--- config.mk ---
export PLATFORM = sky130hd
export DESIGN_NAME = cache_line_mover
export DESIGN_NICKNAME = d
export VERILOG_FILES = /design/src/rtl/cache_line_mover_pkg.sv /design/src/rtl/cache_line_buf.sv /design/src/rtl/cache_line_mover.sv
export SDC_FILE = /design/constraint.sdc
export NUM_CORES = 1
export LEC_CHECK = 0
export CAP_MARGIN = 40
export CORE_AREA = 10 10 289 291
export CTS_BUF_LIST = sky130_fd_sc_hd__clkbuf_8
export CTS_CLUSTER_SIZE = 10
export DETAILED_ROUTE_END_ITERATION = 10
export DIE_AREA = 0 0 299 301
export PLACE_DENSITY = 0.55
export SYNTH_ARGS = -nofsm -noshare
export SYNTH_HDL_FRONTEND = slang
export SYNTH_SLANG_ARGS = --single-unit
--- constraint.sdc ---
create_clock -name clk -period 21.8 [get_ports clk]
set_input_delay 4.36 -clock clk [delete_from_list [all_inputs] [get_ports clk]]
set_output_delay 4.36 -clock clk [all_outputs]
set_load 0.01 [all_outputs]
--- src/rtl/cache_line_mover_pkg.sv ---
// Shared constants and FSM state encoding for the cache line mover.
//   SET_W  : data-array row address width
//   LINE_W : cache line width in bits
//   BEAT_W : memory burst beat width
//   BEATS  : beats per line (LINE_W / BEAT_W)
package cache_line_mover_pkg;

    localparam int SET_W  = 5;
    localparam int LINE_W = 256;
    localparam int BEAT_W = 64;
    localparam int BEATS  = LINE_W / BEAT_W;

    typedef enum logic [2:0] {
        IDLE,
        FILL_REQ,
        FILL_RX,
        FILL_WR,
        WB_RD,
        WB_CAP,
        WB_TX,
        DONE
    } state_t;

endpackage

--- src/rtl/cache_line_buf.sv ---
// Line staging buffer, organised as beats.
//   clk, rst   : clock, async active-high reset (clears the buffer)
//   beat_we    : write beat_data into beat slot beat_idx
//   line_we    : load the whole line from line_data (wins over beat_we)
//   line       : current buffer contents, beat 0 in the low bits
module cache_line_buf
    import cache_line_mover_pkg::*;
#(
    parameter int LINE_W = cache_line_mover_pkg::LINE_W,
    parameter int BEAT_W = cache_line_mover_pkg::BEAT_W,
    localparam int NBEATS = LINE_W / BEAT_W,
    localparam int IDX_W  = (NBEATS > 1) ? $clog2(NBEATS) : 1
) (
    input  logic                           clk,
    input  logic                           rst,
    input  logic                           beat_we,
    input  logic [IDX_W-1:0]               beat_idx,
    input  logic [BEAT_W-1:0]              beat_data,
    input  logic                           line_we,
    input  logic [LINE_W-1:0]              line_data,
    output logic [NBEATS-1:0][BEAT_W-1:0]  line
);

    for (genvar g = 0; g < NBEATS; g++) begin : g_beat
        always_ff @(posedge clk or posedge rst) begin
            if (rst) begin
                line[g] <= '0;
            end else if (line_we) begin
                line[g] <= line_data[g*BEAT_W +: BEAT_W];
            end else if (beat_we && (beat_idx == IDX_W'(g))) begin
                line[g] <= beat_data;
            end
        end
    end

endmodule

--- src/rtl/cache_line_mover.sv ---
// Moves one cache line between the data array and burst memory.
//   req_*  : request handshake (write=1 writeback array->memory, 0 fill)
//   done   : one-cycle completion pulse
//   arr_*  : single-port data array, active-low select/write, 1-cycle read
//   mem_*  : burst memory, one address per line, BEATS beats low beat first
// All array/memory outputs decode from the state register and registered
// fields only, so no input reaches arr_* or mem_* combinationally.
module cache_line_mover
    import cache_line_mover_pkg::*;
#(
    parameter int SET_W  = cache_line_mover_pkg::SET_W,
    parameter int LINE_W = cache_line_mover_pkg::LINE_W,
    parameter int BEAT_W = cache_line_mover_pkg::BEAT_W
) (
    input  logic                clk,
    input  logic                rst,
    input  logic                req_valid,
    output logic                req_ready,
    input  logic                req_write,
    input  logic [SET_W-1:0]    req_set,
    input  logic [31:0]         req_addr,
    output logic                done,
    output logic                arr_csb,
    output logic                arr_web,
    output logic [LINE_W/8-1:0] arr_wmask,
    output logic [SET_W-1:0]    arr_addr,
    output logic [LINE_W-1:0]   arr_din,
    input  logic [LINE_W-1:0]   arr_dout,
    output logic [31:0]         mem_addr,
    output logic                mem_read,
    output logic                mem_write,
    output logic [BEAT_W-1:0]   mem_wdata,
    input  logic                mem_ready,
    input  logic [BEAT_W-1:0]   mem_rdata,
    input  logic                mem_rvalid
);

    localparam int NBEATS = LINE_W / BEAT_W;
    localparam int IDX_W  = (NBEATS > 1) ? $clog2(NBEATS) : 1;
    localparam logic [IDX_W-1:0] LAST = IDX_W'(NBEATS - 1);

    state_t                          state, state_n;
    logic [IDX_W-1:0]                cnt;
    logic                            cnt_inc;
    logic                            lat_write;
    logic [SET_W-1:0]                lat_set;
    logic [31:0]                     lat_addr;
    logic                            accept;
    logic                            beat_we;
    logic                            line_we;
    logic [NBEATS-1:0][BEAT_W-1:0]   line_q;

    cache_line_buf #(
        .LINE_W (LINE_W),
        .BEAT_W (BEAT_W)
    ) u_buf (
        .clk       (clk),
        .rst       (rst),
        .beat_we   (beat_we),
        .beat_idx  (cnt),
        .beat_data (mem_rdata),
        .line_we   (line_we),
        .line_data (arr_dout),
        .line      (line_q)
    );

    assign accept    = req_valid && req_ready;
    assign arr_addr  = lat_set;
    assign arr_din   = line_q;
    assign mem_addr  = lat_addr;
    assign mem_wdata = line_q[cnt];

    // The beat counter wraps back to 0 after the last beat of every burst,
    // so it needs no explicit clear between moves.
    always_ff @(posedge clk or posedge rst) begin
        if (rst) begin
            state     <= IDLE;
            cnt       <= '0;
            lat_write <= 1'b0;
            lat_set   <= '0;
            lat_addr  <= '0;
        end else begin
            state <= state_n;
            if (cnt_inc) cnt <= cnt + 1'b1;
            if (accept) begin
                lat_write <= req_write;
                lat_set   <= req_set;
                lat_addr  <= req_addr;
            end
        end
    end

    always_comb begin
        state_n   = state;
        req_ready = 1'b0;
        done      = 1'b0;
        arr_csb   = 1'b1;
        arr_web   = 1'b1;
        arr_wmask = '0;
        mem_read  = 1'b0;
        mem_write = 1'b0;
        beat_we   = 1'b0;
        line_we   = 1'b0;
        cnt_inc   = 1'b0;
        unique case (state)
            IDLE: begin
                req_ready = 1'b1;
                if (req_valid) state_n = req_write ? WB_RD : FILL_REQ;
            end
            FILL_REQ: begin
                mem_read = 1'b1;
                if (mem_ready) state_n = FILL_RX;
            end
            FILL_RX: begin
                if (mem_rvalid) begin
                    beat_we = 1'b1;
                    cnt_inc = 1'b1;
                    if (cnt == LAST) state_n = FILL_WR;
                end
            end
            FILL_WR: begin
                arr_csb   = 1'b0;
                arr_web   = 1'b0;
                arr_wmask = '1;
                state_n   = DONE;
            end
            WB_RD: begin
                arr_csb = 1'b0;
                state_n = WB_CAP;
            end
            WB_CAP: begin
                // Array data from the WB_RD read is valid this cycle.
                line_we = 1'b1;
                state_n = WB_TX;
            end
            WB_TX: begin
                mem_write = 1'b1;
                if (mem_ready) begin
                    cnt_inc = 1'b1;
                    if (cnt == LAST) state_n = DONE;
                end
            end
            DONE: begin
                done    = 1'b1;
                state_n = IDLE;
            end
            default: state_n = IDLE;
        endcase
    end

endmodule

==> flow_metrics.env, run 1 <==
export IMPL_synth_cells=1063
export IMPL_die_area_mm2=0.0900
export IMPL_swShare_pct=35.9
export IMPL_portBuffers=757
export IMPL_cts_root_buf="clkbuf_8"
export IMPL_synth_net_count=1430
export IMPL_synthesis_area_mm2=0.0171
export IMPL_firstDrtPassIters=4
export IMPL_layout_drive_gt1_share_pct=40.0
export IMPL_grt_pass1_wl_um=104000
export IMPL_grt_pass1_vias=14205
export IMPL_grt_setup_unrepaired="no"
export IMPL_timing_reg2reg_worst_path_depth=7
export IMPL_intPower_mw=2.61
export IMPL_maxCapViolCount=0
export IMPL_ys_warn_count=0
export IMPL_cp_start_kind="register"
export IMPL_yosysSeqAreaShare_pct=43.7
export IMPL_finalCritPeriodShare_pct=35.6
export IMPL_die_w_um=299
export IMPL_clockPowerShare_pct=15.1
export IMPL_min_delay_start="mem_addr[8]$_DFFE_PP0P_"
export IMPL_slowest_delay_ns=0.87
export IMPL_ios=758
export IMPL_crit_fanout=39
export IMPL_cp_cell_sequence="buf_4 > mux4_2 > clkdlybuf4s50_1"
export IMPL_cts_buffers=59
export IMPL_drt_wirelength_per_cell_um=25.1
export IMPL_crit_cells=3
export IMPL_start_util_pct=22.1
export IMPL_hold_viol=0
export IMPL_avgSynthCellArea_um2=16.1
export IMPL_rows=102
export IMPL_hold_class="register to register"
export IMPL_cts_tree="built"
export IMPL_worst_ep_arrival_time_ns=3.39
export IMPL_power_density_mw_per_mm2=152
export IMPL_clock_fmax_mhz=129
export IMPL_ys_ff_latch=298
export IMPL_area_growth_pct=57.1
export IMPL_r2r_start="state[2]$_DFFE_PP0P_"
export IMPL_path_delay_family="buffers and inverters"
export IMPL_setup_violations_final=0
export IMPL_num_nets_final=2160
export IMPL_cts_max_path_buffers=3
export IMPL_p_comb_share_pct=55.7
export IMPL_grtUsageTotal_pct=15.3
export IMPL_irDropWorstVdd_v=0.0000809
export IMPL_period_needed_ns=7.75
export IMPL_drt_iter0_markers=430
export IMPL_tightest_slew_ns=0.896
export IMPL_cts_resized=0
export IMPL_die_h_um=301
export IMPL_core_area_mm2=0.0773
export IMPL_grt_overflow=0
export IMPL_grt_max_degree=107
export IMPL_startpoint="cnt[1]$_DFFE_PP0P_"
export IMPL_seqPwrFrac_pct=29.2
export IMPL_wirelength_um=72900
export IMPL_gp_congestion=0.884
export IMPL_cp_slowest_cell="dfrtp_4"
export IMPL_tns_ns=0
export IMPL_synth_cell_types=30
export IMPL_clk_pin_slew_worst_paths_ns=0.06
export IMPL_critPathKind="register to output port"
export IMPL_remaining_drc_errors=0
export IMPL_dp_cells=2772
export IMPL_antenna_found_initial=21
export IMPL_end_kind="output port"
export IMPL_power_switching_mw=1.47
export IMPL_ant_nets=0
export IMPL_clock_sinks=298
export IMPL_drv_slew=0
export IMPL_max_slew_margin_pct=40.3
export IMPL_via_per_inst=4.31
export IMPL_layoutNonFillerInstCount=2900
export IMPL_place_hpwl_um=55500
export IMPL_holdPathStages=1
export IMPL_h_tree_depth=2
export IMPL_vias=12509
export IMPL_critPathRequiredTime_ns=17.44
export IMPL_postCtsSetupBuffers=0
export IMPL_cp_buffers_inverters=2
export IMPL_worst_clock_skew_ns=0.0166
export IMPL_clock_latency_ns=0.65
export IMPL_status="finished, final reports clean"
export IMPL_cts_hold_buf=0
export IMPL_leakage_nw=10.8
==> power by group through the flow <==
stage | Combinational (mW) | Sequential [mW] | Clock [mW]
after CTS | 2.32 | 1.20 | 0.642
final | 2.27 | 1.19 | 0.617
after global placement | 2.27 | 1.19 | 0
after floorplan | 1.08 | 1.15 | 0
after detailed placement | 2.31 | 1.20 | 0
after global routing | 2.40 | 1.23 | 0.663
==> synth_stat cells <==
master	count	area share, %
a21o_1	4	0.18
a21oi_1	2	0.059
and2_1	1	0.037
and3_1	1	0.037
and3b_1	2	0.10
and4bb_2	1	0.073
buf_1	5	0.11
buf_2	41	1.2
buf_4	31	1.4
buf_6	28	1.8
clkbuf_1	4	0.088
dfrtp_1	298	44
ha_1	4	0.29
inv_1	6	0.13
mux2_2	311	21
mux2_4	240	21
mux2i_1	1	0.059
mux4_2	64	8.4
nand2_1	3	0.066
nand2b_1	1	0.037
nor2_1	5	0.11
nor2b_1	1	0.037
nor3_1	1	0.029
nor3b_1	2	0.088
o21ai_0	1	0.029
o22ai_1	1	0.037
o2bb2ai_1	1	0.051
o32a_1	1	0.059
o32ai_1	1	0.051
xnor2_1	1	0.051
==> per-stage QoR <==
| stage | power (mW) | setup slack (ns) | utilization [%] | hold slack, ns | cell area (µm²) |
|---|---|---|---|---|---|
| 2_1_floorplan | 2.23 | 9.21 | - | 0.551 | 17100 |
| 3_3_place_gp | 3.47 | 14.49 | 32.7 | 0.490 | 25300 |
| 3_5_place_dp | 3.50 | 14.63 | 32.9 | 0.495 | 25500 |
| 4_1_cts | 4.15 | 13.88 | 34.6 | 0.507 | 26800 |
| 5_1_grt | 4.29 | 13.83 | 34.7 | 0.523 | 26800 |
| 6_report | 4.08 | 14.05 | 34.7 | 0.503 | 26800 |
==> cells by family (layout without fill, tap and decap cells) <==
group	count (synthesis)	in the layout	synth area share [%]
other	0	19	0
XOR/XNOR	1	1	0.0513
buffers and inverters	115	893	4.74
AO/OA/AOI/OAI	11	11	0.462
flip-flops	298	298	43.7
AND/OR/NAND/NOR	18	18	0.616
adder cells (fa/ha/maj)	4	4	0.293
multiplexers	616	616	50.1
==> worst reg2reg max path: stages (launching register included) <==
cell,delay [ns]
dfrtp_1,0.62
and3b_4,0.45
buf_4,0.29
buf_16,0.32
buf_4,0.77
buf_4,0.86
mux2_2,0.47
mux2_2,0.26
==> area by class of cell <==
type / count / area [µm²]
sequential: 298 / 7460
tap: 1040 / 1300
antenna: 19 / 47.5
clock inverter: 28 / 181
clock buffer: 81 / 1110
timing repair buffer: 778 / 7840
inverter: 6 / 30.0
multi-input combinational: 650 / 8840
fill: 7627 / 50500
==> final timing paths <==
path | end | slack, ns
min in group asynchronous | mem_addr[23]$_DFFE_PP0P_ | 4.25
max in group asynchronous | u_buf.line[215]$_DFFE_PP0P_ | 15.64
min | mem_addr[8]$_DFFE_PP0P_ | 0.50
max | mem_wdata[43] | 14.05
max reg2reg | u_buf.line[87]$_DFFE_PP0P_ | 17.63
min reg2reg | mem_addr[8]$_DFFE_PP0P_ | 0.50
==> cell usage in the layout, fill, tap and decap left out, types with 2 or more instances in the layout <==
cell / count
a21o_4: 4
a21oi_1: 2
buf_16: 4
buf_4: 15
bufinv_16: 2
clkbuf_8: 81
clkdlybuf4s50_1: 757
clkinv_2: 4
clkinv_4: 2
dfrtp_1: 296
dfrtp_4: 2
diode_2: 19
ha_1: 4
inv_1: 23
mux2_2: 311
mux2_4: 240
mux4_2: 64
nand2_1: 3
nor2_1: 4
nor3b_1: 2
==> state kept, by name, indices dropped and copies added, names as in the netlist <==
signal	count
arr_addr	5
cnt	2
mem_addr	32
state	3
u_buf.line	256
==> metal layers <==
layer | vias to the layer above | track usage (%) | routed length, µm
met5 | - | 0 | 34
met4 | 6 | 5.98 | 2050
met3 | 115 | 5.16 | 5180
met2 | 484 | 27.9 | 38800
met1 | 6471 | 16.1 | 26800
li1 | 5433 | - | -
No activity file was read; power rests on OpenSTA's default activity.
==> run 2, diff against run 1 <==
- CORE_AREA: 10 10 289 291 -> 10 10 284 286
- DIE_AREA: 0 0 299 301 -> 0 0 294 296
- PLACE_DENSITY: 0.55 -> 0.56
- clock period: 21.8 -> 7.8 ns (I/O delays scaled with it)
==> flow_metrics.env, run 2 (synthesis gave the netlist of run 1 again) <==
export IMPL_status="finished, final reports clean"
export IMPL_power_density_mw_per_mm2=423
export IMPL_irDropWorstVdd_v=0.000256
export IMPL_firstDrtPassIters=6
export IMPL_clockPowerShare_pct=13.9
export IMPL_max_slew_margin_pct=27.0
export IMPL_ios=758
export IMPL_layout_commonest_cell="clkdlybuf4s50_1"
export IMPL_drt_iter0_markers=485
export IMPL_hold_ws_ns=0.504
export IMPL_seqPwrFrac_pct=29.1
export IMPL_grt_pass1_vias=13953
export IMPL_finalCritPeriodShare_pct=63.1
export IMPL_num_nets_final=2153
export IMPL_postCtsSetupBuffers=0
export IMPL_rows=101
export IMPL_r2r_slack_ns=4.30
export IMPL_mostFrequentLayoutCells="clkdlybuf4s50_1, mux2_2, dfrtp_1"
export IMPL_hold_viol=0
export IMPL_vias=12400
export IMPL_antenna_found_initial=8
export IMPL_p_comb_share_pct=57.1
export IMPL_start_util_pct=22.7
export IMPL_area_growth_pct=55.2
export IMPL_die_h_um=296
export IMPL_clk_pin_slew_worst_paths_ns=0.05
export IMPL_intPower_mw=7.16
export IMPL_gp_congestion=0.799
export IMPL_maxCapViolCount=0
export IMPL_cts_root_buf="clkbuf_8"
export IMPL_via_per_inst=4.40
export IMPL_swShare_pct=36.1
export IMPL_critPathRequiredTime_ns=6.24
export IMPL_cts_resized=0
export IMPL_largest_reg_flops=256
export IMPL_clock_sinks=298
export IMPL_grtUsageMet3_pct=5.01
export IMPL_grt_overflow=0
export IMPL_die_w_um=294
export IMPL_grt_util_met2_pct=28.0
export IMPL_clock_fmax_mhz=203
export IMPL_hold_class="register to register"
export IMPL_clock_latency_ns=0.64
export IMPL_power_switching_mw=4.05
export IMPL_cts_buffers=58
export IMPL_leakage_nw=10.7
export IMPL_cts_hold_buf=0
export IMPL_drv_slew=0
export IMPL_critPathKind="register to output port"
export IMPL_hold_end="mem_addr[28]$_DFFE_PP0P_"
export IMPL_wirelength_um=70800
export IMPL_drt_wirelength_per_cell_um=25.1
export IMPL_grt_max_degree=139
export IMPL_layout_drive_gt1_share_pct=39.3
export IMPL_timing_reg2reg_worst_path_depth=5
export IMPL_setup_violations_final=0
export IMPL_grt_setup_unrepaired="no"
export IMPL_grt_busiest_layer="met2"
export IMPL_core_area_mm2=0.0752
export IMPL_r2r_start="cnt[0]$_DFFE_PP0P_"
export IMPL_ant_nets=0
export IMPL_max_flop_register="u_buf.line"
export IMPL_worst_clock_skew_ns=0.0180
export IMPL_cts_max_path_buffers=3
export IMPL_period_needed_ns=4.92
export IMPL_crit_fanout=38
export IMPL_tns_ns=0
export IMPL_r2r_end="u_buf.line[83]$_DFFE_PP0P_"
export IMPL_tightest_slew_ns=1.09
export IMPL_place_hpwl_um=52700
export IMPL_worst_ep_arrival_time_ns=3.36
export IMPL_die_area_mm2=0.0870
export IMPL_grtUsageTotal_pct=15.5
export IMPL_h_tree_depth=2
export IMPL_portBuffers=757
export IMPL_cp_start_kind="register"
export IMPL_grt_pass1_wl_um=101000
export IMPL_min_delay_start="mem_addr[28]$_DFFE_PP0P_"
export IMPL_end_kind="output port"
export IMPL_use_met1_pct=16.9
export IMPL_remaining_drc_errors=0
export IMPL_holdPathStages=1
export IMPL_cts_tree="built"
run 2: cell count changes in the layout (fill, tap and decap cells not counted), sizes merged:
cell | before | now
clkbuf | 81 | 72
buf | 21 | 15
diode | 19 | 6
inv | 25 | 34
clkinvlp | 1 | 2
clkinv | 6 | 5
bufinv | 2 | 0
run 2: area by class of cell:
cell class                 instances  area [µm²]
inverter                           6        26.3
timing repair buffer             772        7780
tap                              978        1220
antenna                            6        15.0
sequential                       298        7460
multi-input combinational        650        8840
clock inverter                    35         151
fill                            7259       48700
clock buffer                      72         991
run 2: stage by stage:
stage | cells | power, mW | util, % | setup WS (ns) | area, µm²
after floorplan | 1063 | 6.23 | - | 2.28 | 17100
after global placement | 2700 | 9.68 | 33.6 | 3.38 | 25300
after detailed placement | 2704 | 9.76 | 33.7 | 3.49 | 25300
after CTS | 2811 | 11.4 | 35.2 | 2.76 | 26500
after global routing | 2816 | 11.8 | 35.2 | 2.70 | 26500
final | 2817 | 11.2 | 35.2 | 2.88 | 26500
run 2: worst max path at each step:
stage                            start                      end  cells past startpoint
floorplan                          rst  arr_addr[0]$_DFFE_PP0P_                      1
global placement    cnt[1]$_DFFE_PP0P_            mem_wdata[59]                      3
detailed placement  cnt[0]$_DFFE_PP0P_            mem_wdata[27]                      3
CTS                 cnt[0]$_DFFE_PP0P_            mem_wdata[27]                      3
global route        cnt[0]$_DFFE_PP0P_            mem_wdata[27]                      3
finish              cnt[0]$_DFFE_PP0P_            mem_wdata[23]                      3
run 2: routing by layer:
layer  routed length (µm)  vias to the layer above
met5                   36                        -
met4                 1630                        6
met3                 5530                       98
met2                36800                      490
met1                26800                     6408
li1                     -                     5398
run 2: power by group through the flow:
stage,Sequential (mW),Clock (mW),Combinational (mW)
2_1_floorplan,3.22,0,3.01
3_3_place_gp,3.31,0,6.37
3_5_place_dp,3.28,0,6.48
4_1_cts,3.27,1.63,6.52
5_1_grt,3.37,1.69,6.76
6_report,3.26,1.55,6.40
run 2: worst max-delay path: stages (launching register included):
cell	delay (ns)
dfrtp_4	0.86
buf_4	0.64
mux4_2	0.59
clkdlybuf4s50_1	0.51
